**src/rtl/comparator_seq.sv**
```systemverilog
// Sequential chunked comparator for RISC-V branch conditions, one CHUNK_WIDTH slice per cycle.
// Define CMP_EARLY_EXIT_EN to finish on the first unequal chunk instead of scanning every chunk.
module comparator_seq #(
    parameter int unsigned DATA_WIDTH  = 32,
    parameter int unsigned CHUNK_WIDTH = 8
) (
    input  logic                  clk,
    input  logic                  rst,
    input  logic                  start,
    input  logic [DATA_WIDTH-1:0] a,
    input  logic [DATA_WIDTH-1:0] b,
    input  logic [2:0]            mode,
    output logic                  busy,
    output logic                  done,
    output logic                  f,
    output logic                  eq,
    output logic                  lt
);

    localparam int unsigned NChunk = DATA_WIDTH / CHUNK_WIDTH;
    localparam int unsigned IdxW   = (NChunk > 1) ? $clog2(NChunk) : 1;

`ifdef CMP_EARLY_EXIT_EN
    localparam bit EarlyExit = 1'b1;
`else
    localparam bit EarlyExit = 1'b0;
`endif

    typedef enum logic [1:0] {StIdle, StCmp, StDone} state_e;

    state_e                state_q, state_d;
    logic [DATA_WIDTH-1:0] a_q, a_d;
    logic [DATA_WIDTH-1:0] b_q, b_d;
    logic [2:0]            mode_q, mode_d;
    logic [IdxW-1:0]       idx_q, idx_d;
    logic                  found_q, found_d;
    logic                  lt_acc_q, lt_acc_d;
    logic                  f_q, f_d;
    logic                  eq_q, eq_d;
    logic                  lt_q, lt_d;

    logic [CHUNK_WIDTH-1:0] chunk_a, chunk_b;
    logic                   chunk_ne, chunk_lt;
    logic                   eq_now, lt_now, finish;

    function automatic logic predicate(input logic [2:0] m, input logic e, input logic l);
        case (m)
            3'b000:  return e;
            3'b001:  return !e;
            3'b100:  return l;
            3'b101:  return !l;
            3'b110:  return l;
            3'b111:  return !l;
            default: return 1'b0;
        endcase
    endfunction

    // Select the current chunk; signed modes flip the sign bit of the MSB chunk so an
    // unsigned compare of that chunk orders two's-complement values correctly.
    always_comb begin
        chunk_a = '0;
        chunk_b = '0;
        for (int i = 0; i < int'(NChunk); i++) begin
            if (idx_q == IdxW'(i)) begin
                chunk_a = a_q[i*CHUNK_WIDTH +: CHUNK_WIDTH];
                chunk_b = b_q[i*CHUNK_WIDTH +: CHUNK_WIDTH];
            end
        end
        if (mode_q[2:1] == 2'b10 && idx_q == IdxW'(NChunk - 1)) begin
            chunk_a[CHUNK_WIDTH-1] = !chunk_a[CHUNK_WIDTH-1];
            chunk_b[CHUNK_WIDTH-1] = !chunk_b[CHUNK_WIDTH-1];
        end
        chunk_ne = (chunk_a != chunk_b);
        chunk_lt = (chunk_a < chunk_b);
    end

    // Only the first unequal chunk decides the ordering; later chunks are ignored.
    always_comb begin
        eq_now = !(found_q || chunk_ne);
        lt_now = found_q ? lt_acc_q : (chunk_ne && chunk_lt);
        finish = (idx_q == '0) || (EarlyExit && chunk_ne);
    end

    always_comb begin
        state_d  = state_q;
        a_d      = a_q;
        b_d      = b_q;
        mode_d   = mode_q;
        idx_d    = idx_q;
        found_d  = found_q;
        lt_acc_d = lt_acc_q;
        f_d      = f_q;
        eq_d     = eq_q;
        lt_d     = lt_q;
        case (state_q)
            StIdle, StDone: begin
                if (start) begin
                    a_d      = a;
                    b_d      = b;
                    mode_d   = mode;
                    idx_d    = IdxW'(NChunk - 1);
                    found_d  = 1'b0;
                    lt_acc_d = 1'b0;
                    state_d  = StCmp;
                end else begin
                    state_d = StIdle;
                end
            end
            StCmp: begin
                found_d  = found_q || chunk_ne;
                lt_acc_d = lt_now;
                if (finish) begin
                    idx_d   = '0;
                    eq_d    = eq_now;
                    lt_d    = lt_now;
                    f_d     = predicate(mode_q, eq_now, lt_now);
                    state_d = StDone;
                end else begin
                    idx_d = idx_q - IdxW'(1);
                end
            end
            default: state_d = StIdle;
        endcase
    end

    always_ff @(posedge clk) begin
        if (rst) begin
            state_q  <= StIdle;
            a_q      <= '0;
            b_q      <= '0;
            mode_q   <= '0;
            idx_q    <= '0;
            found_q  <= 1'b0;
            lt_acc_q <= 1'b0;
            f_q      <= 1'b0;
            eq_q     <= 1'b0;
            lt_q     <= 1'b0;
        end else begin
            state_q  <= state_d;
            a_q      <= a_d;
            b_q      <= b_d;
            mode_q   <= mode_d;
            idx_q    <= idx_d;
            found_q  <= found_d;
            lt_acc_q <= lt_acc_d;
            f_q      <= f_d;
            eq_q     <= eq_d;
            lt_q     <= lt_d;
        end
    end

    assign busy = (state_q == StCmp);
    assign done = (state_q == StDone);
    assign f    = f_q;
    assign eq   = eq_q;
    assign lt   = lt_q;

endmodule

```
**config.mk**
```make
export PLATFORM = sky130hd
export DESIGN_NAME = comparator_seq
export DESIGN_NICKNAME = d
export VERILOG_FILES = /design/src/rtl/comparator_seq.sv
export SDC_FILE = /design/constraint.sdc
export NUM_CORES = 1
export LEC_CHECK = 0
export BUFFER_PORTS_ARGS = -buffer_cell sky130_fd_sc_hd__buf_2
export CAP_MARGIN = 20
export CELL_PAD_IN_SITES_DETAIL_PLACEMENT = 0
export CELL_PAD_IN_SITES_GLOBAL_PLACEMENT = 1
export CORE_UTILIZATION = 32
export DETAILED_ROUTE_END_ITERATION = 6
export GPL_TIMING_DRIVEN = 0
export PLACE_DENSITY_LB_ADDON = 0.25
export SYNTH_ARGS = -nofsm -noshare
export SYNTH_HDL_FRONTEND = slang
export SYNTH_SLANG_ARGS = --single-unit
```
**constraint.sdc**
```tcl
create_clock -name clk -period 3.6 [get_ports clk]
set_input_delay 0.72 -clock clk [delete_from_list [all_inputs] [get_ports clk]]
set_output_delay 0.72 -clock clk [all_outputs]
set_load 0.005 [all_outputs]
```
After elaboration in Yosys (flattened, before gate mapping)

Cells that the tools add are included.

Bits in registers: 76
Input port bits: 70
Output and inout port bits: 5

Add/sub/neg operators: 1
$lt $le $gt $ge: 1
Eq/ne operators: 14
Multiplexer cells: 21
Reductions and logical operators: 17

Operators with widths:

| kind                | number |
|---|---|
| $mux 8              | 8 |
| $eq 3x3->1 const B  | 4 |
| $eq 2x2->1 const B  | 4 |
| $lt 8x8->1          | 1 |
| $ne 8x8->1          | 1 |
| $pmux 2 s2          | 2 |
| $mux 2              | 3 |
| $reduce_and 2->1    | 3 |
| $reduce_or 2->1     | 3 |
| $mux 1              | 5 |
| $eq 2x1->1 const B  | 2 |
| $logic_not 1->1     | 4 |
| $logic_not 2->1     | 2 |
| $pmux 1 s2          | 2 |
| $pmux 1 s4          | 1 |
| $eq 3x1->1 const B  | 1 |
| $logic_not 3->1     | 1 |
| $logic_and 1x1->1   | 2 |
| $ne 2x1->1 const B  | 1 |
| $ne 2x2->1 const B  | 1 |
| $reduce_bool 2->1   | 1 |
| $sub 2x1->2 const B | 1 |
| $logic_or 1x1->1    | 1 |

Logic depth before layout (Yosys ltp)

Depth in word-level cells: 12
Mapped depth: 10

Least setup slack after synthesis

OpenSTA, ideal clock, no wires.

Path kind: register to register
Start point: register idx_q[0]
End point: register f_q (netlist: f)
Setup time: 122 ps
Data arrival time: 2683 ps
Path slack: 795 ps
Stages on the path, launching flop included: 10
Buffers on the path: 2
Clock period less this slack: 2805 ps
Cells stage by stage: dfxtp_1 -> clkbuf_1 -> buf_2 -> mux4_2 -> ha_1 -> nand2b_4 -> a2111o_1 -> a211oi_2 -> nor4b_1 -> a221o_1

Longest elaborated chain between the ends: 12

Ends and longest elaborated chain:

| element                                   | line   | source |
|---|---|---|
| start, declared                           | 35     | `logic [IdxW-1:0] idx_q, idx_d;` |
| start signal, assigned                    | 143    | `idx_q <= idx_d;` |
| $logic_not 2->1                           | 64, 81 |  |
| $mux 8 (4 in a row)                       | 64     | `if (idx_q == IdxW'(i)) begin` |
| $logic_not 1->1, on equally long branches | 70, 71 |  |
| $mux 1                                    | 69     | `if (mode_q[2:1] == 2'b10 && idx_q == IdxW'(NChunk - 1)) begin` |
| $lt 8x8->1 or $ne 8x8->1 (tied branches)  | 74, 73 |  |
| $logic_and 1x1->1                         | 80     | `lt_now = found_q ? lt_acc_q : (chunk_ne && chunk_lt);` |
| $mux 1                                    | 80     |  |
| $logic_not 1->1                           | 51, 53 |  |
| $pmux 1 s4                                | 47     | `case (m)` |
| end signal, assigned                      | 135    | `f_q <= 1'b0;` |
| end signal, assigned                      | 146    | `f_q <= f_d;` |
| end, declared                             | 38     | `logic f_q, f_d;` |

Parallel ways exist; a longest one is shown, timed or not.
A chain may end at the register's enable or synchronous reset.

Final worst setup path

Start point: register idx_q[1]
End point: register f_q (netlist: f)

Same word-level chain as after synthesis.

==> impl_metrics.env <==
export IMPL_finClkSkew_ns=0.00641
export IMPL_die_w_microns=103
export IMPL_fp_dieH_microns=103
export IMPL_drtIter0Drc=64
export IMPL_hold_viol=0
export IMPL_ff2ff_path_depth=9
export IMPL_seq_area_frac_synth=0.463
export IMPL_yosys_cell_count_top_type="nand2_1"
export IMPL_crit_chain="buf_2 > buf_1 > mux4_2 > ha_1 > nand2b_4 > a2111o_1 > a211oi_2 > nor4b_1 > a221o_1"
export IMPL_pre_cts_slack_ns=0.324
export IMPL_vias=2934
export IMPL_dieArea_sq_um=10700
export IMPL_synth_edff_count=0
export IMPL_ys_flop_type="dfxtp_1"
export IMPL_firstDrtPassIters=4
export IMPL_slew_headroom=0.570
export IMPL_postCtsSetupBuffers=0
export IMPL_fin_crit_sh=0.920
export IMPL_rows=36
export IMPL_synth_top_area_share=0.463
export IMPL_grt_start_max_net_pins=15
export IMPL_diodes=0
export IMPL_clk_latency_ns=0.36
export IMPL_synth_distinct_cells=29
export IMPL_synthCells=391
export IMPL_multi_input_area_sq_um=1600
export IMPL_slew_violations=0
export IMPL_numCtsBuffers=9
export IMPL_grt_overflow=0
export IMPL_port_buffers=73
export IMPL_status="finished, final reports clean"
export IMPL_grt_pass1_vias=2960
export IMPL_synthesis_area_sq_um=3290
export IMPL_setup_slack_ns=0.287
export IMPL_drive_above_1_share=0.235
export IMPL_seqPwrFrac=0.450
export IMPL_routed_wl_microns=9110
export IMPL_n_fill_cell=1062
export IMPL_rsz0062_at_grt="false"
export IMPL_max_cap_viol_count=0
export IMPL_tns_ns=0
export IMPL_ant_nets=0
export IMPL_critPathMaxStageDelay_ns=0.51
export IMPL_regToRegEndpoint="f"
export IMPL_p_int_mw=1.50
export IMPL_comb_power_share=0.161
export IMPL_vdd_drop_max_v=0.000203
export IMPL_synthArstFlopShare=0
export IMPL_vias_per_cell=4.79
export IMPL_cpMaxStageDelayCell="buf_1"
export IMPL_finalSetupViolations=0
export IMPL_final_nets=553
export IMPL_mappedNetlistNets=469
export IMPL_wl_per_cell_microns=14.9
export IMPL_antenna_found_initial=0
export IMPL_ios=75
export IMPL_clkSlewWorstSetupHoldPaths_ns=0.08
export IMPL_syn_area_per_cell_sq_um=8.41
export IMPL_min_delay_worst_endpoint="b_q[24]"
export IMPL_clock_path_buffers=2
export IMPL_cp_end_kind="flip-flop"
export IMPL_hold_path_startpoint="b_q[24]"
export IMPL_core_region_area_sq_um=9860
export IMPL_clkSinkCount=76
export IMPL_r2r_start="idx_q[1]"
export IMPL_rrSetupSlack_ns=0.29
export IMPL_cts_root_buf="clkbuf_8"
export IMPL_p_sw_mw=0.555
export IMPL_power_density_nw_per_um2=506
export IMPL_fmax_mhz=302
export IMPL_initial_core_util=0.333
export IMPL_yosys_warnings=0
export IMPL_swShare=0.270
export IMPL_grt_pass1_wl_microns=15000
export IMPL_path_class="flip-flop to flip-flop"
export IMPL_area_growth_pct=23.7
export IMPL_synth_top_cells_by_area="dfxtp_1 46%, nand2_1 16%, a21oi_1 12%"
export IMPL_hpwl_microns=6720
export IMPL_regArea_sq_um=1520
export IMPL_cts_resized=0
export IMPL_synth_commonest_cells="142 x nand2_1, 76 x a21oi_1, 76 x dfxtp_1"
export IMPL_ys_ff_latch=76
export IMPL_cts_tree="yes"
export IMPL_finalCriticalPeriod_ns=3.31
export IMPL_cp_max_fo=10
export IMPL_holdCritPathClass="flip-flop to flip-flop"
export IMPL_worst_slew_pin_slew_ns=0.645
export IMPL_crit_buf_inv=2
export IMPL_cp_start_kind="flip-flop"
export IMPL_pwr_share_clk=0.389
export IMPL_p_leak_nw=1.63
export IMPL_cpLargestDelayFamily="compound AO/OA/AOI/OAI gates"
export IMPL_startpoint="idx_q[1]"
export IMPL_yosysTopAreaCell="dfxtp_1"
export IMPL_grt_usage=0.192
export IMPL_htreeDepth=3
export IMPL_worstPathRequired_ns=3.85
export IMPL_gp_congestion=0.829
export IMPL_drc_errors=0
export IMPL_holdBufCountCts=0
export IMPL_whs_path_depth=2
export IMPL_cp_data_arrival_time_ns=3.56
## power groups by stage
stage	Combinational [mW]	Sequential [mW]	Clock (mW)
2_1_floorplan	0.222	0.934	0
3_3_place_gp	0.328	0.943	0
3_5_place_dp	0.333	0.945	0
4_1_cts	0.334	0.926	0.814
5_1_grt	0.374	0.933	0.857
6_report	0.330	0.926	0.800
## state kept, by name, summed over array words and instances, names as in the netlist
register  flops
a_q          32
b_q          32
eq            1
f             1
found_q       1
idx_q         2
lt            1
lt_acc_q      1
mode_q        3
state_q       2
## cell families after synthesis
kind of cell	Yosys count	synth area share
and+or+nand+nor	161	0.197
AOI/OAI and AO/OA	86	0.140
muxes	16	0.110
xor gates and xnor gates	3	0.00799
buffers and inverters	41	0.0518
adders and majority gates	8	0.0304
DFF	76	0.463
## stage by stage
stage | power [mW] | instance area (sq um) | hold slack, ns | std cells | util
global placement | 1.27 | 3820 | 0.440 | 597 | 0.387
detailed placement | 1.28 | 3820 | 0.445 | 597 | 0.387
global route | 2.16 | 4070 | 0.477 | 613 | 0.412
floorplan | 1.16 | 3290 | 0.433 | 391 | -
finish | 2.06 | 4070 | 0.457 | 613 | 0.412
CTS | 2.07 | 4070 | 0.457 | 613 | 0.412
## final cells by class
class / count / area share
multi-input cells: 274 / 0.392
flip-flops and latches: 76 / 0.374
repair buffers: 73 / 0.0898
well taps: 133 / 0.0409
plain buffers: 30 / 0.0317
clock buffers: 9 / 0.0305
clock inverters: 7 / 0.0305
inverters: 11 / 0.0102
## metal layers
| metal | vias up | global-route usage | share of wire | wire (microns) |
|---|---|---|---|---|
| li1 | 1479 | - | - | - |
| met1 | 1380 | 0.247 | 0.47 | 4240 |
| met2 | 63 | 0.309 | 0.47 | 4240 |
| met3 | 12 | 0.0477 | 0.050 | 458 |
| met4 | 0 | 0.0780 | 0.019 | 173 |
| met5 | - | 0 | 0 | 0 |
## layout by cell type (no fill, tap or decap)
cell	n
a221o_1	1
nand2b_4	1
nand2b_1	2
dfxtp_1	76
a2111o_1	1
inv_1	11
o41ai_1	1
nand4_1	2
xor2_1	1
nor4b_1	1
xnor2_1	2
inv_6	1
clkinvlp_4	1
buf_2	77
or3_1	1
nand2_1	142
buf_1	2
bufinv_16	3
buf_4	1
nor2b_1	2
ha_1	8
a221oi_1	2
nor2_1	3
clkbuf_1	22
o21ai_0	4
nand3_1	2
mux4_2	16
clkbuf_8	9
a211oi_2	1
clkinv_4	2
buf_6	1
nand4b_1	1
a21oi_1	76
nor3_1	4
## worst register-to-register path: stages, from the launching register on
cell and delay (ns):
dfxtp_1 0.41, buf_2 0.32, buf_1 0.52, mux4_2 0.40, ha_1 0.30, nand2b_4 0.14, a2111o_1 0.41, a211oi_2 0.34
nor4b_1 0.10, a221o_1 0.26
## worst max-delay path by stage
stage          end  depth (start not counted)
6_report         f                          9
3_3_place_gp     f                          9
3_5_place_dp     f                          9
2_1_floorplan    f                          9
4_1_cts          f                          9
5_1_grt          f                          9
Note: power is estimated with default switching activity, not from simulation.
